`config.mk`:
```
export PLATFORM = sky130hd
export DESIGN_NAME = addsub_seq_64
export DESIGN_NICKNAME = d
export VERILOG_FILES = /design/src/rtl/alu_pkg.sv /design/src/rtl/chunk_adder.sv /design/src/rtl/not_wordgate.sv /design/src/rtl/addsub_seq_64.sv
export SDC_FILE = /design/constraint.sdc
export NUM_CORES = 1
export LEC_CHECK = 0
export CAP_MARGIN = 20
export CELL_PAD_IN_SITES_DETAIL_PLACEMENT = 1
export CELL_PAD_IN_SITES_GLOBAL_PLACEMENT = 1
export CORE_AREA = 4 4 159 161
export CTS_CLUSTER_SIZE = 40
export DETAILED_ROUTE_END_ITERATION = 8
export DIE_AREA = 0 0 163 165
export GPL_TIMING_DRIVEN = 0
export PLACE_DENSITY_LB_ADDON = 0.1
export SLEW_MARGIN = 20
export SYNTH_ARGS = -nofsm -noshare
export SYNTH_HDL_FRONTEND = slang
export SYNTH_HIERARCHICAL = 1
export SYNTH_SLANG_ARGS = --single-unit
export TNS_END_PERCENT = 5
```
`constraint.sdc`:
```
create_clock -name clk -period 9.3 [get_ports clk]
set_clock_uncertainty 0.2 [all_clocks]
set_input_delay 1.86 -clock clk [delete_from_list [all_inputs] [get_ports clk]]
set_output_delay 1.86 -clock clk [all_outputs]
set_load 0.02 [all_outputs]
```
`src/rtl/alu_pkg.sv`:
```
`default_nettype none
// ============================================================================
// Module      : alu_pkg
// Description : Shared types and default widths for the sequential ALU blocks.
// Revision    : 1.0 - initial release
// ============================================================================
package alu_pkg;

    localparam int ALU_W     = 64;
    localparam int ALU_CHUNK = 8;

    localparam logic OP_ADD = 1'b0;
    localparam logic OP_SUB = 1'b1;

    typedef enum logic [1:0] {
        IDLE = 2'd0,
        RUN  = 2'd1,
        DONE = 2'd2
    } state_t;

endpackage : alu_pkg
`default_nettype wire

```
`src/rtl/chunk_adder.sv`:
```
`default_nettype none
// ============================================================================
// Module      : chunk_adder
// Description : Combinational w-bit slice adder with carry in and carry out.
// Revision    : 1.0 - initial release
// ============================================================================
module chunk_adder #(
    parameter int w = 8
) (
    input  logic [w-1:0] a,
    input  logic [w-1:0] b,
    input  logic         cin,
    output logic [w-1:0] s,
    output logic         cout
);

    logic [w:0] w_full;

    assign w_full = {1'b0, a} + {1'b0, b} + {{w{1'b0}}, cin};
    assign s      = w_full[w-1:0];
    assign cout   = w_full[w];

endmodule : chunk_adder
`default_nettype wire

```
`src/rtl/not_wordgate.sv`:
```
`default_nettype none
// ============================================================================
// Module      : not_wordgate
// Description : Bitwise inversion of a w-bit word.
// Revision    : 1.0 - initial release
// ============================================================================
module not_wordgate #(
    parameter int w = 64
) (
    input  logic [w-1:0] a,
    output logic [w-1:0] y
);

    assign y = ~a;

endmodule : not_wordgate
`default_nettype wire

```
`src/rtl/addsub_seq_64.sv`:
```
`default_nettype none
// ============================================================================
// Module      : addsub_seq_64
// Description : Multi-cycle W-bit adder/subtractor, CHUNK bits per clock,
//               with carry/overflow/zero flags and start/busy/done handshake.
// Revision    : 1.0 - initial release
// ============================================================================
module addsub_seq_64
    import alu_pkg::*;
#(
    parameter int W     = ALU_W,
    parameter int CHUNK = ALU_CHUNK
) (
    input  logic         clk,
    input  logic         rst,
    input  logic         start,
    input  logic         op_sub,
    input  logic [W-1:0] a,
    input  logic [W-1:0] b,
    output logic         busy,
    output logic         done,
    output logic [W-1:0] result,
    output logic         cout,
    output logic         ovf,
    output logic         zero
);

    localparam int NCH   = W / CHUNK;
    localparam int IDX_W = (NCH > 1) ? $clog2(NCH) : 1;
    localparam logic [IDX_W-1:0] C_IDX_LAST = IDX_W'(NCH - 1);

    state_t            state_q,  state_d;
    logic [IDX_W-1:0]  idx_q,    idx_d;
    logic              carry_q,  carry_d;
    logic [W-1:0]      a_q,      a_d;
    logic [W-1:0]      b_q,      b_d;
    logic [W-1:0]      result_q, result_d;
    logic              cout_q,   cout_d;
    logic              ovf_q,    ovf_d;
    logic              zero_q,   zero_d;
    logic              busy_q,   busy_d;
    logic              done_q,   done_d;

    logic [W-1:0]      w_b_inv;
    logic [W-1:0]      w_b_sel;
    logic [CHUNK-1:0]  w_a_slice;
    logic [CHUNK-1:0]  w_b_slice;
    logic [CHUNK-1:0]  w_sum_slice;
    logic              w_slice_cout;
    logic [W-1:0]      w_result_upd;
    logic              w_last;

    // Subtraction is A + ~B + 1: invert B here, carry-in of 1 set on accept.
    not_wordgate #(
        .w (W)
    ) u_not_b (
        .a (b),
        .y (w_b_inv)
    );

    assign w_b_sel = (op_sub == OP_SUB) ? w_b_inv : b;

    assign w_a_slice = a_q[idx_q*CHUNK +: CHUNK];
    assign w_b_slice = b_q[idx_q*CHUNK +: CHUNK];

    chunk_adder #(
        .w (CHUNK)
    ) u_slice_add (
        .a    (w_a_slice),
        .b    (w_b_slice),
        .cin  (carry_q),
        .s    (w_sum_slice),
        .cout (w_slice_cout)
    );

    // Full word with the current slice merged in; the final flags need it.
    always_comb begin
        w_result_upd = result_q;
        w_result_upd[idx_q*CHUNK +: CHUNK] = w_sum_slice;
    end

    assign w_last = (idx_q == C_IDX_LAST);

    always_comb begin
        state_d  = state_q;
        idx_d    = idx_q;
        carry_d  = carry_q;
        a_d      = a_q;
        b_d      = b_q;
        result_d = result_q;
        cout_d   = cout_q;
        ovf_d    = ovf_q;
        zero_d   = zero_q;
        done_d   = 1'b0;

        case (state_q)
            IDLE: begin
                if (start) begin
                    a_d      = a;
                    b_d      = w_b_sel;
                    carry_d  = op_sub;
                    idx_d    = '0;
                    result_d = '0;
                    cout_d   = 1'b0;
                    ovf_d    = 1'b0;
                    zero_d   = 1'b0;
                    state_d  = RUN;
                end
            end
            RUN: begin
                result_d = w_result_upd;
                carry_d  = w_slice_cout;
                if (w_last) begin
                    state_d = DONE;
                    cout_d  = w_slice_cout;
                    ovf_d   = (a_q[W-1] == b_q[W-1]) &&
                              (w_result_upd[W-1] != a_q[W-1]);
                    zero_d  = (w_result_upd == '0);
                    done_d  = 1'b1;
                end else begin
                    idx_d = idx_q + IDX_W'(1);
                end
            end
            DONE: begin
                state_d = IDLE;
            end
            default: begin
                state_d = IDLE;
            end
        endcase

        busy_d = (state_d != IDLE);
    end

    always_ff @(posedge clk) begin
        if (rst) begin
            state_q  <= IDLE;
            idx_q    <= '0;
            carry_q  <= 1'b0;
            a_q      <= '0;
            b_q      <= '0;
            result_q <= '0;
            cout_q   <= 1'b0;
            ovf_q    <= 1'b0;
            zero_q   <= 1'b0;
            busy_q   <= 1'b0;
            done_q   <= 1'b0;
        end else begin
            state_q  <= state_d;
            idx_q    <= idx_d;
            carry_q  <= carry_d;
            a_q      <= a_d;
            b_q      <= b_d;
            result_q <= result_d;
            cout_q   <= cout_d;
            ovf_q    <= ovf_d;
            zero_q   <= zero_d;
            busy_q   <= busy_d;
            done_q   <= done_d;
        end
    end

    assign busy   = busy_q;
    assign done   = done_q;
    assign result = result_q;
    assign cout   = cout_q;
    assign ovf    = ovf_q;
    assign zero   = zero_q;

endmodule : addsub_seq_64
`default_nettype wire

```
# Word-level counts from Yosys, hierarchy flattened

Cells that the tools add are included.

$add $sub $neg: 4
Multiply operators: 0
Div/mod/pow operators: 0
Order comparisons: 0
Eq/ne operators: 7
Shifts and indexed selects: 4
Mux-type cells: 20
Bitwise operators: 2
Reduce and logical (&&, ||, !) cells: 10

Operators with widths:

| cell                                                                    | number |
|---|---|
| 64-bit two-way mux                                                      | 2 |
| 64-bit one-hot mux with 2 select lines                                  | 1 |
| 64-bit by 7-bit variable part select with 8-bit output                  | 2 |
| 64-bit bitwise mux                                                      | 1 |
| 64-bit zero test                                                        | 1 |
| 64-bit NOT                                                              | 1 |
| 8-bit by 34-bit variable shift with 64-bit output, first input constant | 1 |
| 8-bit by 34-bit variable part select with 64-bit output                 | 1 |
| 6-bit negator with 34-bit output                                        | 1 |
| 8-bit by 8-bit adder with 9-bit output                                  | 1 |
| 9-bit by 1-bit adder with 9-bit output                                  | 1 |
| 1-bit one-hot mux with 2 select lines                                   | 4 |
| 1-bit two-way mux                                                       | 6 |
| 3-bit two-way mux                                                       | 2 |
| 2-bit != test, second input constant                                    | 3 |
| 3-bit one-hot mux with 2 select lines                                   | 1 |
| 3-bit AND reduction                                                     | 2 |
| 2-bit two-way mux                                                       | 2 |
| 2-bit one-hot mux with 2 select lines                                   | 1 |
| 2-bit AND reduction                                                     | 2 |
| 2-bit nonzero test                                                      | 2 |
| 3-bit by 1-bit adder with 3-bit output, second input constant           | 1 |
| 3-bit == test, second input constant                                    | 1 |
| 2-bit by 1-bit == test with 1-bit output, second input constant         | 1 |
| 6 further kinds                                                         | 6 |

Register bits after elaboration: 203
Latch bits: 0
RAM bits: 0
ROM bits: 0
Logic and storage cells: 58
Memories: 0

# Depth between registers and ports, before layout

Gate-level depths: netlist of run 1.

Depth in word-level cells: 9
Mapped depth: 17
Mapped depth without buffers: 14

# Hierarchy

Netlist of run 1, hierarchy kept.

By module, submodules not included:

| module        | instances | cells each | area an instance (sq um) |
|---|---|---|---|
| addsub_seq_64 | 1         | 1027       | 9092.5 |
| chunk_adder   | 1         | 40         | 331.6 |
| not_wordgate  | 1         | 64         | 240.2 |

# Least setup slack after synthesis of run 1

OpenSTA, ideal clock, no wires.

Path type: reg-to-reg
Start: reg idx_q[0]
End: reg zero_q (netlist: zero)
Arrival: 4.838 ns
Required time: 9.031 ns
Slack: 4.194 ns
Cell stages (with the launch flop): 18
Buffers on the path: 3
Clock period less this slack: 5.106 ns
Path through: dfxtp_1 > buf_2 > buf_1 > mux4_2 > nand2_1 > nand2_1 > fa_1 > fa_1 > a21oi_1 > o21a_1 > xnor2_1 > clkbuf_1 > nor4_1 > o31ai_1 > o41ai_1 > o21ai_0 > or4_1 > o21ai_1

Longest elaborated chain between the ends: 8
Elaborated cells between the ends (all ways): 14
Classes of those cells: 3 x add/sub; 2 x eq/ne; 4 x shift; 3 x mux; 2 x reduce/logical

Ends and longest elaborated chain:

| what                                                    | RTL line             | RTL |
|---|---|---|
| start, declared                                         | addsub_seq_64.sv:33  | `logic [IDX_W-1:0] idx_q, idx_d;` |
| start signal, assigned                                  | addsub_seq_64.sv:150 | `idx_q <= idx_d;` |
| 64-bit by 7-bit variable part select with 8-bit output  | addsub_seq_64.sv:63  | `assign w_a_slice = a_q[idx_q*CHUNK +: CHUNK];` |
| net w_a_slice[0]                                        | addsub_seq_64.sv:46  | `logic [CHUNK-1:0] w_a_slice;` |
| 8-bit by 8-bit adder with 9-bit output                  | chunk_adder.sv:19    | `assign w_full = {1'b0, a} + {1'b0, b} + {{w{1'b0}}, cin};` |
| 9-bit by 1-bit adder with 9-bit output                  | chunk_adder.sv:19    |  |
| net w_sum_slice[6]                                      | addsub_seq_64.sv:48  | `logic [CHUNK-1:0] w_sum_slice;` |
| 8-bit by 34-bit variable part select with 64-bit output | addsub_seq_64.sv:79  | `w_result_upd[idx_q*CHUNK +: CHUNK] = w_sum_slice;` |
| 64-bit bitwise mux                                      | addsub_seq_64.sv:79  |  |
| 64-bit zero test                                        | addsub_seq_64.sv:118 | `zero_d = (w_result_upd == '0);` |
| 1-bit two-way mux                                       | addsub_seq_64.sv:113 | `if (w_last) begin` |
| 1-bit one-hot mux with 2 select lines                   | addsub_seq_64.sv:96  | `case (state_q)` |
| end signal, assigned                                    | addsub_seq_64.sv:157 | `zero_q <= zero_d;` |
| end, declared                                           | addsub_seq_64.sv:40  | `logic zero_q, zero_d;` |

The timed path passes the listed nets, and every way through them passes these cells. The select of a mux whose other input is x is not followed.
A chain may end at the register's enable or synchronous reset.

# Final worst setup path of run 1

Ends and elaborated chain as after synthesis.

==> reports/metrics.yaml, run 1 <==
ios: 201
powerDensity_mw_per_mm2: 176
final_antenna_net_count: 0
grt_pass1_vias: 9565
clkSinkCount: 203
grt_usage_pct: 24.7
cts_tree: "done"
synth_edf_count: 0
final_core_util_pct: 53.5
wire_per_inst_microns: 20.0
synth-seq-area-share_pct: 42.1
grt.overflow.total: 0
maxSlewHeadroom_pct: 31.8
dieArea_sq_mm: 0.0269
htreeDepth: 1
fin_crit_sh_pct: 71.4
place_hpwl_microns: 24800
cts_buffer_depth: 3
syn_avg_cell_area_sq_um: 8.54
place_congestion: 0.890
synth_flop_cell: "dfxtp_1"
grt_antenna_before_repair: 0
clk_latency_ns: 0.51
synth-async-reset-ratio_pct: 0
endpoint_kind: "flip-flop"
worstPathRequired_ns: 9.54
synth.distinct_cells: 55
grt_max_degree: 13
hp-class: "flip-flop to flip-flop"
rsz0062_at_grt: "false"
vias: 9351
fillers: 2888
crit_arrival_ns: 6.88
cts_resized: 0
regArea_sq_mm: 0.00406
synth_warnings: 6
period_needed_ns: 6.64
row_count: 57
setup_tns_ns: 0
first_pass_iters: 5
r2r_cells: 17
areaGrowthSynthToFinish_pct: 32.7
multiInputGateArea_sq_mm: 0.00499
die_width_microns: 163
drc: 0
cts_setup_buffers: 0
status: "complete, no violations"
core_area_sq_mm: 0.0240
worstMarginPinSlew_ns: 1.01
start_kind: "flip-flop"
maxCapViolCount: 0
drive_gt1_share_pct: 6.13
fmax_ghz: 0.151
hold_viol: 0
n_antenna_cell: 0
vdd_drop_max_uv: 112
cts-root-buf: "clkbuf_16"
start_util_pct: 40.3
critPathMaxFanout: 10
finalMaxSlewViolations: 0
numCtsBuffers: 24
leakage_nw: 5.00
path_class: "flip-flop to flip-flop"
wirelength_microns: 33800
setup_viol: 0
synthesis.area_sq_mm: 0.00966
netlist_instances: 1131
synth_nets: 1277
grt_pass1_wl_microns: 52700
hold_depth: 2
cts_hold_buf: 0
io_buffers: 198
place_inst: 1653
first_iter_violations: 654
routed_via_density: 5.52
clk_pin_slew_worst_paths_ns: 0.06
instances_no_fill: 1695
fp.dieH_microns: 165
synth-seq-cells: 203
nets: 1501
[worst max-delay path, stage by stage (launching register included)]
cell	delay (ns)
dfxtp_1	0.43
buf_2	0.39
buf_1	0.78
mux4_2	0.61
nand2_1	0.08
nand2_1	0.12
fa_1	0.49
fa_1	0.43
a21oi_1	0.25
o21a_1	0.17
xnor2_1	0.08
clkbuf_1	0.39
nor4_1	0.79
o31ai_1	0.20
o41ai_1	0.28
o21ai_0	0.17
or4_1	0.54
o21ai_1	0.16
[metal layers]
metal | vias up | share of wire (%) | track usage (%)
li1 | 4432 | - | -
met1 | 4597 | 43 | 32.7
met2 | 274 | 49 | 42.7
met3 | 48 | 5.7 | 3.57
met4 | 0 | 2.2 | 6.37
met5 | - | 0 | 0
[state kept, by name, summed over array words and instances, names as in the netlist]
register,count
carry_q,1
done,1
state_q,2
ovf,1
zero,1
idx_q,3
cout,1
busy,1
a_q,64
result,64
b_q,64
[synth_stat cells, types with 3 or more instances]
library cell	n	area, sq um
a211oi_1	66	495
a21o_1	5	37.5
mux2i_1	65	651
o21ai_0	10	50.1
nor3_1	8	40.0
nand3b_1	3	22.5
or3_1	3	18.8
clkinv_1	3	11.3
ha_1	12	150
mux4_2	32	721
nand2_1	196	736
nand2b_1	3	18.8
a32oi_1	34	298
nor3b_1	4	30.0
buf_1	7	26.3
a22oi_1	35	263
a21oi_1	77	385
clkbuf_1	75	282
nand3_1	6	30.0
o211ai_1	3	22.5
dfxtp_1	203	4060
inv_1	69	259
nor4_1	14	87.6
nor2_1	151	567
or4_1	5	37.5
[cell families (layout without fill, tap and decap cells)]
family	Yosys count	in the layout	share of synthesized area, %
mux	98	98	14.3
compound gates	248	248	17.6
simple gates	405	405	17.4
buf+inv	159	399	6.36
flops	203	203	42.1
xor+xnor	4	4	0.363
fa+ha+maj	14	14	1.97
[metrics by stage]
step / total power [mW] / setup slack [ns] / hold WS (ns) / area [sq um]
2_1_floorplan: 1.17 / 4.19 / 0.233 / 9660
3_3_place_gp: 1.34 / 2.85 / 0.240 / 12100
3_5_place_dp: 1.34 / 2.77 / 0.246 / 12100
4_1_cts: 2.26 / 2.68 / 0.258 / 12800
5_1_grt: 2.34 / 2.48 / 0.271 / 12800
6_report: 2.25 / 2.66 / 0.256 / 12800
[report_power, final]
group / switching [mW] / internal, mW
sequential: 0.0262 / 0.912
combinational: 0.237 / 0.158
clock: 0.371 / 0.549
[worst paths after layout]
| check | startpoint | to | slack (ns) |
|---|---|---|---|
| max | idx_q[0]$_SDFFE_PP0P_ | zero$_SDFFE_PP0P_ | 2.66 |
| max reg2reg | idx_q[0]$_SDFFE_PP0P_ | zero$_SDFFE_PP0P_ | 2.66 |
| min | a_q[44]$_SDFFE_PP0P_ | a_q[44]$_SDFFE_PP0P_ | 0.26 |
| min reg2reg | a_q[44]$_SDFFE_PP0P_ | a_q[44]$_SDFFE_PP0P_ | 0.26 |
[layout by cell type, fill, tap and decap left out, types with 10 or more instances in the layout]
cell             count
a21oi_1             77
nor2_1             151
clkbuf_16           25
mux2i_1             65
clkbuf_1            78
nand2_1            196
dfxtp_1            203
a32oi_1             34
ha_1                12
clkdlybuf4s50_1    198
a211oi_1            66
nor4_1              14
a22oi_1             35
mux4_2              32
o21ai_0             10
inv_1               69
[layout make-up]
cell class	instances	area share, %
tap	324	3.16
sequential	203	31.7
inverter	73	2.14
timing repair buffer	198	15.4
clock inverter	10	0.653
clock buffer	32	5.39
buffer	86	2.66
multi-input combinational	769	38.9
Power figures use the tool's default switching activity.
==> run 2, diff against run 1 <==
--- a/config.mk
+++ b/config.mk
@@ -8,10 +8,10 @@
 export CAP_MARGIN = 20
 export CELL_PAD_IN_SITES_DETAIL_PLACEMENT = 1
 export CELL_PAD_IN_SITES_GLOBAL_PLACEMENT = 1
-export CORE_AREA = 4 4 159 161
+export CORE_AREA = 4 4 172 174
 export CTS_CLUSTER_SIZE = 40
 export DETAILED_ROUTE_END_ITERATION = 8
-export DIE_AREA = 0 0 163 165
+export DIE_AREA = 0 0 176 178
 export GPL_TIMING_DRIVEN = 0
 export PLACE_DENSITY_LB_ADDON = 0.1
 export SLEW_MARGIN = 20
==> constraint.sdc (replaced) <==
create_clock -name clk -period 5.4 [get_ports clk]
set_clock_uncertainty 0.2 [all_clocks]
set_input_delay 1.08 -clock clk [delete_from_list [all_inputs] [get_ports clk]]
set_output_delay 1.08 -clock clk [all_outputs]
set_load 0.02 [all_outputs]
==> run 2 against run 1 <==
Against the previous run: count of clock-buffer cells in the layout up 7; non-clock buffer count down 1; via count down 2.8%; global-route usage down 3.7 points; maximum frequency up 30%; sequential power up 73%; die area up 16%; design area up 1.2%; setup slack worse by 2.4 ns; total power up 74%; critical path depth down 1.
==> reports/metrics.yaml, run 2 (same netlist as run 1, synthesis figures left out) <==
numCtsBuffers: 24
fin_crit_sh_pct: 94.7
status: "complete, no violations"
crit_arrival_ns: 5.36
start_kind: "flip-flop"
place_hpwl_microns: 25500
drc: 0
crit_chain: "buf_6, buf_6, mux4_2, nand2_1, nand2_1, fa_1, fa_1, a21oi_1, o21a_1, xnor2_1, buf_2, or4_1, nor4b_2, o21ai_0, or4_1, o21ai_1"
dieArea_sq_mm: 0.0313
cts_buffer_depth: 3
leakage_nw: 5.06
path_class: "flip-flop to flip-flop"
critPathMaxFanout: 10
row_count: 61
r2r_cells: 16
grt.overflow.total: 0
die_width_microns: 176
drive_gt1_share_pct: 7.00
critPathSlowestCell: "or4_1"
start_util_pct: 34.8
n_antenna_cell: 0
place_congestion: 0.862
final_cell_mix: "dfxtp_1 (202), clkdlybuf4s50_1 (198), nand2_1 (196)"
cp.depth: 16
crit_family: "simple AND/OR/NAND/NOR gates"
grt_pass1_wl_microns: 52500
setup_viol: 0
grt_max_degree: 13
setup_tns_ns: 0
vias: 9087
powerDensity_mw_per_mm2: 302
maxCapViolCount: 0
ios: 201
grt_usage_pct: 21.0
nets: 1500
first_pass_iters: 4
cts_tree: "done"
final_antenna_net_count: 0
hold_viol: 0
io_buffers: 198
clk_pin_slew_worst_paths_ns: 0.06
routed_via_density: 5.19
areaGrowthSynthToFinish_pct: 34.3
first_iter_violations: 513
period_needed_ns: 5.12
finalMaxSlewViolations: 0
worstMarginPinSlew_ns: 0.951
clk_latency_ns: 0.51
wirelength_microns: 33600
max_stage_delay_ns: 0.62
instances_no_fill: 1750
final_common_cell: "dfxtp_1"
fmax_ghz: 0.195
maxSlewHeadroom_pct: 36.1
endpoint_kind: "flip-flop"
grt_pass1_vias: 9388
grt_antenna_before_repair: 0
fp.dieH_microns: 178
wire_per_inst_microns: 19.2
clkSinkCount: 203
core_area_sq_mm: 0.0278
htreeDepth: 1
worstPathRequired_ns: 5.65
hold_depth: 2
cts-root-buf: "clkbuf_16"
vdd_drop_max_uv: 161
hp-class: "flip-flop to flip-flop"
place_inst: 1707
critPathBufInv: 3
-- run 2: cell types whose count changed in the layout (fill, tap and decap cells not counted), sizes merged --
cell and change:
buf +2, bufinv -1, clkbuf +4, clkinv -3
clkinvlp -2, inv +1
-- run 2: per-stage QoR --
stage	power, mW	setup WS [ns]	hold WS, ns	utilization (%)	cell area, sq um
detailed placement	2.32	-1.04	0.248	43.6	12100
finish	3.93	0.284	0.253	46.7	13000
global route	4.10	-0.0103	0.273	46.7	13000
CTS	3.96	0.00736	0.256	46.7	13000
floorplan	2.02	0.294	0.233	-	9660
global placement	2.31	-0.998	0.240	43.6	12100
-- run 2: area by class of cell --
cell class	count	area [sq um]
fillers	3281	14800
multi-input cells	769	5010
flip-flops and latches	203	4070
repair buffers	198	1980
clock buffers	39	778
well taps	378	473
plain buffers	85	369
inverters	73	274
clock inverters	5	35.0
-- run 2: final timing paths --
path / startpoint / to / slack, ns
max reg2reg: idx_q[0]$_SDFFE_PP0P_ / zero$_SDFFE_PP0P_ / 0.28
min: a_q[12]$_SDFFE_PP0P_ / a_q[12]$_SDFFE_PP0P_ / 0.25
max: idx_q[0]$_SDFFE_PP0P_ / zero$_SDFFE_PP0P_ / 0.28
min reg2reg: a_q[12]$_SDFFE_PP0P_ / a_q[12]$_SDFFE_PP0P_ / 0.25
-- run 2: tightest hold or removal path: stages, from the launching register on --
cell	delay, ns
dfxtp_1	0.30
nand2_1	0.05
a21oi_1	0.05
-- run 2: routing by layer --
metal | vias to the layer above | part of all wire [%] | track usage [%]
li1 | 4447 | - | -
met1 | 4386 | 47 | 29.4
met2 | 210 | 47 | 35.0
met3 | 44 | 4.9 | 3.18
met4 | 0 | 1.8 | 3.80
met5 | - | 0 | 0
-- run 2: where the power goes --
part	switching, mW	internal [mW]
sequential	0.0467	1.57
clock	0.640	0.985
combinational	0.405	0.278
-- run 2: repair_timing --
action | in CTS | in global routing
hold buffers | 0 | 0
setup buffers | 0 | 0
gates resized for setup | 25 | 6
setup endpoints to repair | 2 | 1
==> patch: new RTL, config.mk and constraints of run 1 <==
Encoding of `state_t`: now one-hot (3 bits for 3 states).
--- a/src/rtl/alu_pkg.sv
+++ b/src/rtl/alu_pkg.sv
@@ -13,8 +13,8 @@
     localparam logic OP_SUB = 1'b1;
 
-    typedef enum logic [1:0] {
-        IDLE = 2'd0,
-        RUN  = 2'd1,
-        DONE = 2'd2
+    typedef enum logic [2:0] {
+        IDLE = 3'b001,
+        RUN  = 3'b010,
+        DONE = 3'b100
     } state_t;
 
Behaviour: no difference found for any inputs over 4 cycles, from zero or initial values and one cycle with rst high; so few cycles prove little.
==> patch against run 1 <==
- design area is 2.2% higher
- sequential cell count is 1 higher
- area after synthesis is 3.2% higher
- total power is 1.3% lower
- largest cell class unchanged
- core utilization is 1.2 points higher
- routed wire length is 1.8% higher
- setup slack worse by 0.082 ns
- die area stayed put
==> patch: results (changes against run 1) <==
status=finished, final reports clean; Synth area leaders=dfxtp_1, nand2_1, mux2i_1, mux4_2, nor2_1; largest net degree at the start of global routing=13 (unchanged); initial antenna violation count=0 (unchanged); Nets=1567 (+4.4%); Max rail drop VDD=101.9 uV (-8.8%); slew margin rel.=0.3449 (+0.02688); top post-synthesis cells by count=nand2_1, dfxtp_1, nor2_1; drt first pass iters=5 (unchanged); synth unique cells=63 (+15%); Post-Synth Adder-Cell Area=0.02284 (+0.003162); TritonCTS Buffers=23 (-4.2%); Final Wtd Congestion=0.8418 (-5.4%); Filler Cell Count=2915 (+0.93%); Seq/Total Area, Yosys=0.4096 (-0.01087); xor/xnor share of the synthesized area=0.003514 (-0.0001110); Worst EP arrival=6.97 ns (+0.09 ns); layout cells sized above 1=0.06281 (+0.001536); HPWL after DPL=25850 um (+4.3%); final wirelength=34450 um (+1.8%); Placed Area=12360 sq um (+2.5%); postcts setup bufs=0 (unchanged); Root Driver=clkbuf_16; # port buffers=198 (unchanged); Detail Route met2 WL=16500 um (about the same); CTS resizes=0 (unchanged); Highest Signal Layer=met4; first-pass GRT wire length=53970 um (+2.4%); vias in the first global route=10.05k (+5.1%); Leakage=0.005037 uW (+0.66%); Iteration-0 DRC Markers=571 (-13%); FFs w/ async S/R, synth=0 (unchanged); endpoints failing setup=0 (unchanged); CTS clk-pin slew, worst paths=0.06 ns (about the same); drt via density=5.402 (-2.1%); multiplexer share of the synthesized area=0.1457 (+0.002647); GR Util All Layers=0.2519 (+0.004711); met1 usage=0.3279 (+0.0009863); maximum fanout along the worst path=10 (unchanged); clock buffer depth=3 (unchanged); M1 WL=15250 um (+3.8%); Post-Syn Nets=1344 (+5.2%); yosys warns=6 (unchanged); post-synthesis compound-gate area fraction=0.1505 (-0.02534); top_reg_cell synth=dfxtp_1; met3 WL=1832 um (-4.2%); min-delay worst type=register to register; Antenna Cells=0 (unchanged); GR Util met2=0.4372 (+0.01057); H-tree Lvls=1 (unchanged); GR Layer Usage met3=0.03644 (+0.0007487); worst skew pair latency=0.52 ns
[patch: report_power, final]
part | switching [uW] | internal, uW | leakage (uW) | total [uW]
Clock | 367 | 537 | 0.000369 | 904
Sequential | 28.5 | 922 | 0.00167 | 950
Combinational | 217 | 152 | 0.00300 | 369
Total | 612 | 1610 | 0.00504 | 2220
[patch: final cells by class]
class                      count  area, sq um  share of cell area
sequential                   204         4084              0.3116
tap                          324        405.4             0.03093
inverter                      73        274.0             0.02091
buffer                        96        399.1             0.03046
clock buffer                  34        686.9             0.05242
timing repair buffer         198         1982              0.1512
clock inverter                 6        61.31            0.004678
multi-input combinational    822         5213              0.3977
[patch: path summary, 6_finish.rpt]
path                 start  slack [ns]  endpoint  depth (start not counted)
setup reg to reg  idx_q[0]        2.57      zero                         17
setup / recovery  idx_q[0]        2.57      zero                         17
hold reg to reg    a_q[57]        0.25   a_q[57]                          2
hold / removal     a_q[57]        0.25   a_q[57]                          2
[patch: metrics by stage]
stage                     utilization  setup slack, ns  std cells
final                          0.5469            2.574       1757
after global routing           0.5469            2.150       1757
after CTS                      0.5469            2.519       1757
after detailed placement       0.5157            2.543       1717
after global placement         0.5157            2.592       1717
after floorplan                     -            3.599       1195
[patch: critical path, stage by stage, from the launching register on]
cell and delay [ns]:
dfxtp_1 0.52, buf_1 0.58, buf_1 0.78, mux4_2 0.62
nand2_1 0.09, nand2_1 0.11, fa_1 0.48, fa_1 0.41
a21oi_1 0.23, o21bai_1 0.10, xor2_1 0.14, clkbuf_4 0.22
or4_4 0.55, o41ai_2 0.30, mux2i_1 0.11, or4_1 0.53
or4_1 0.55, o21ai_1 0.12
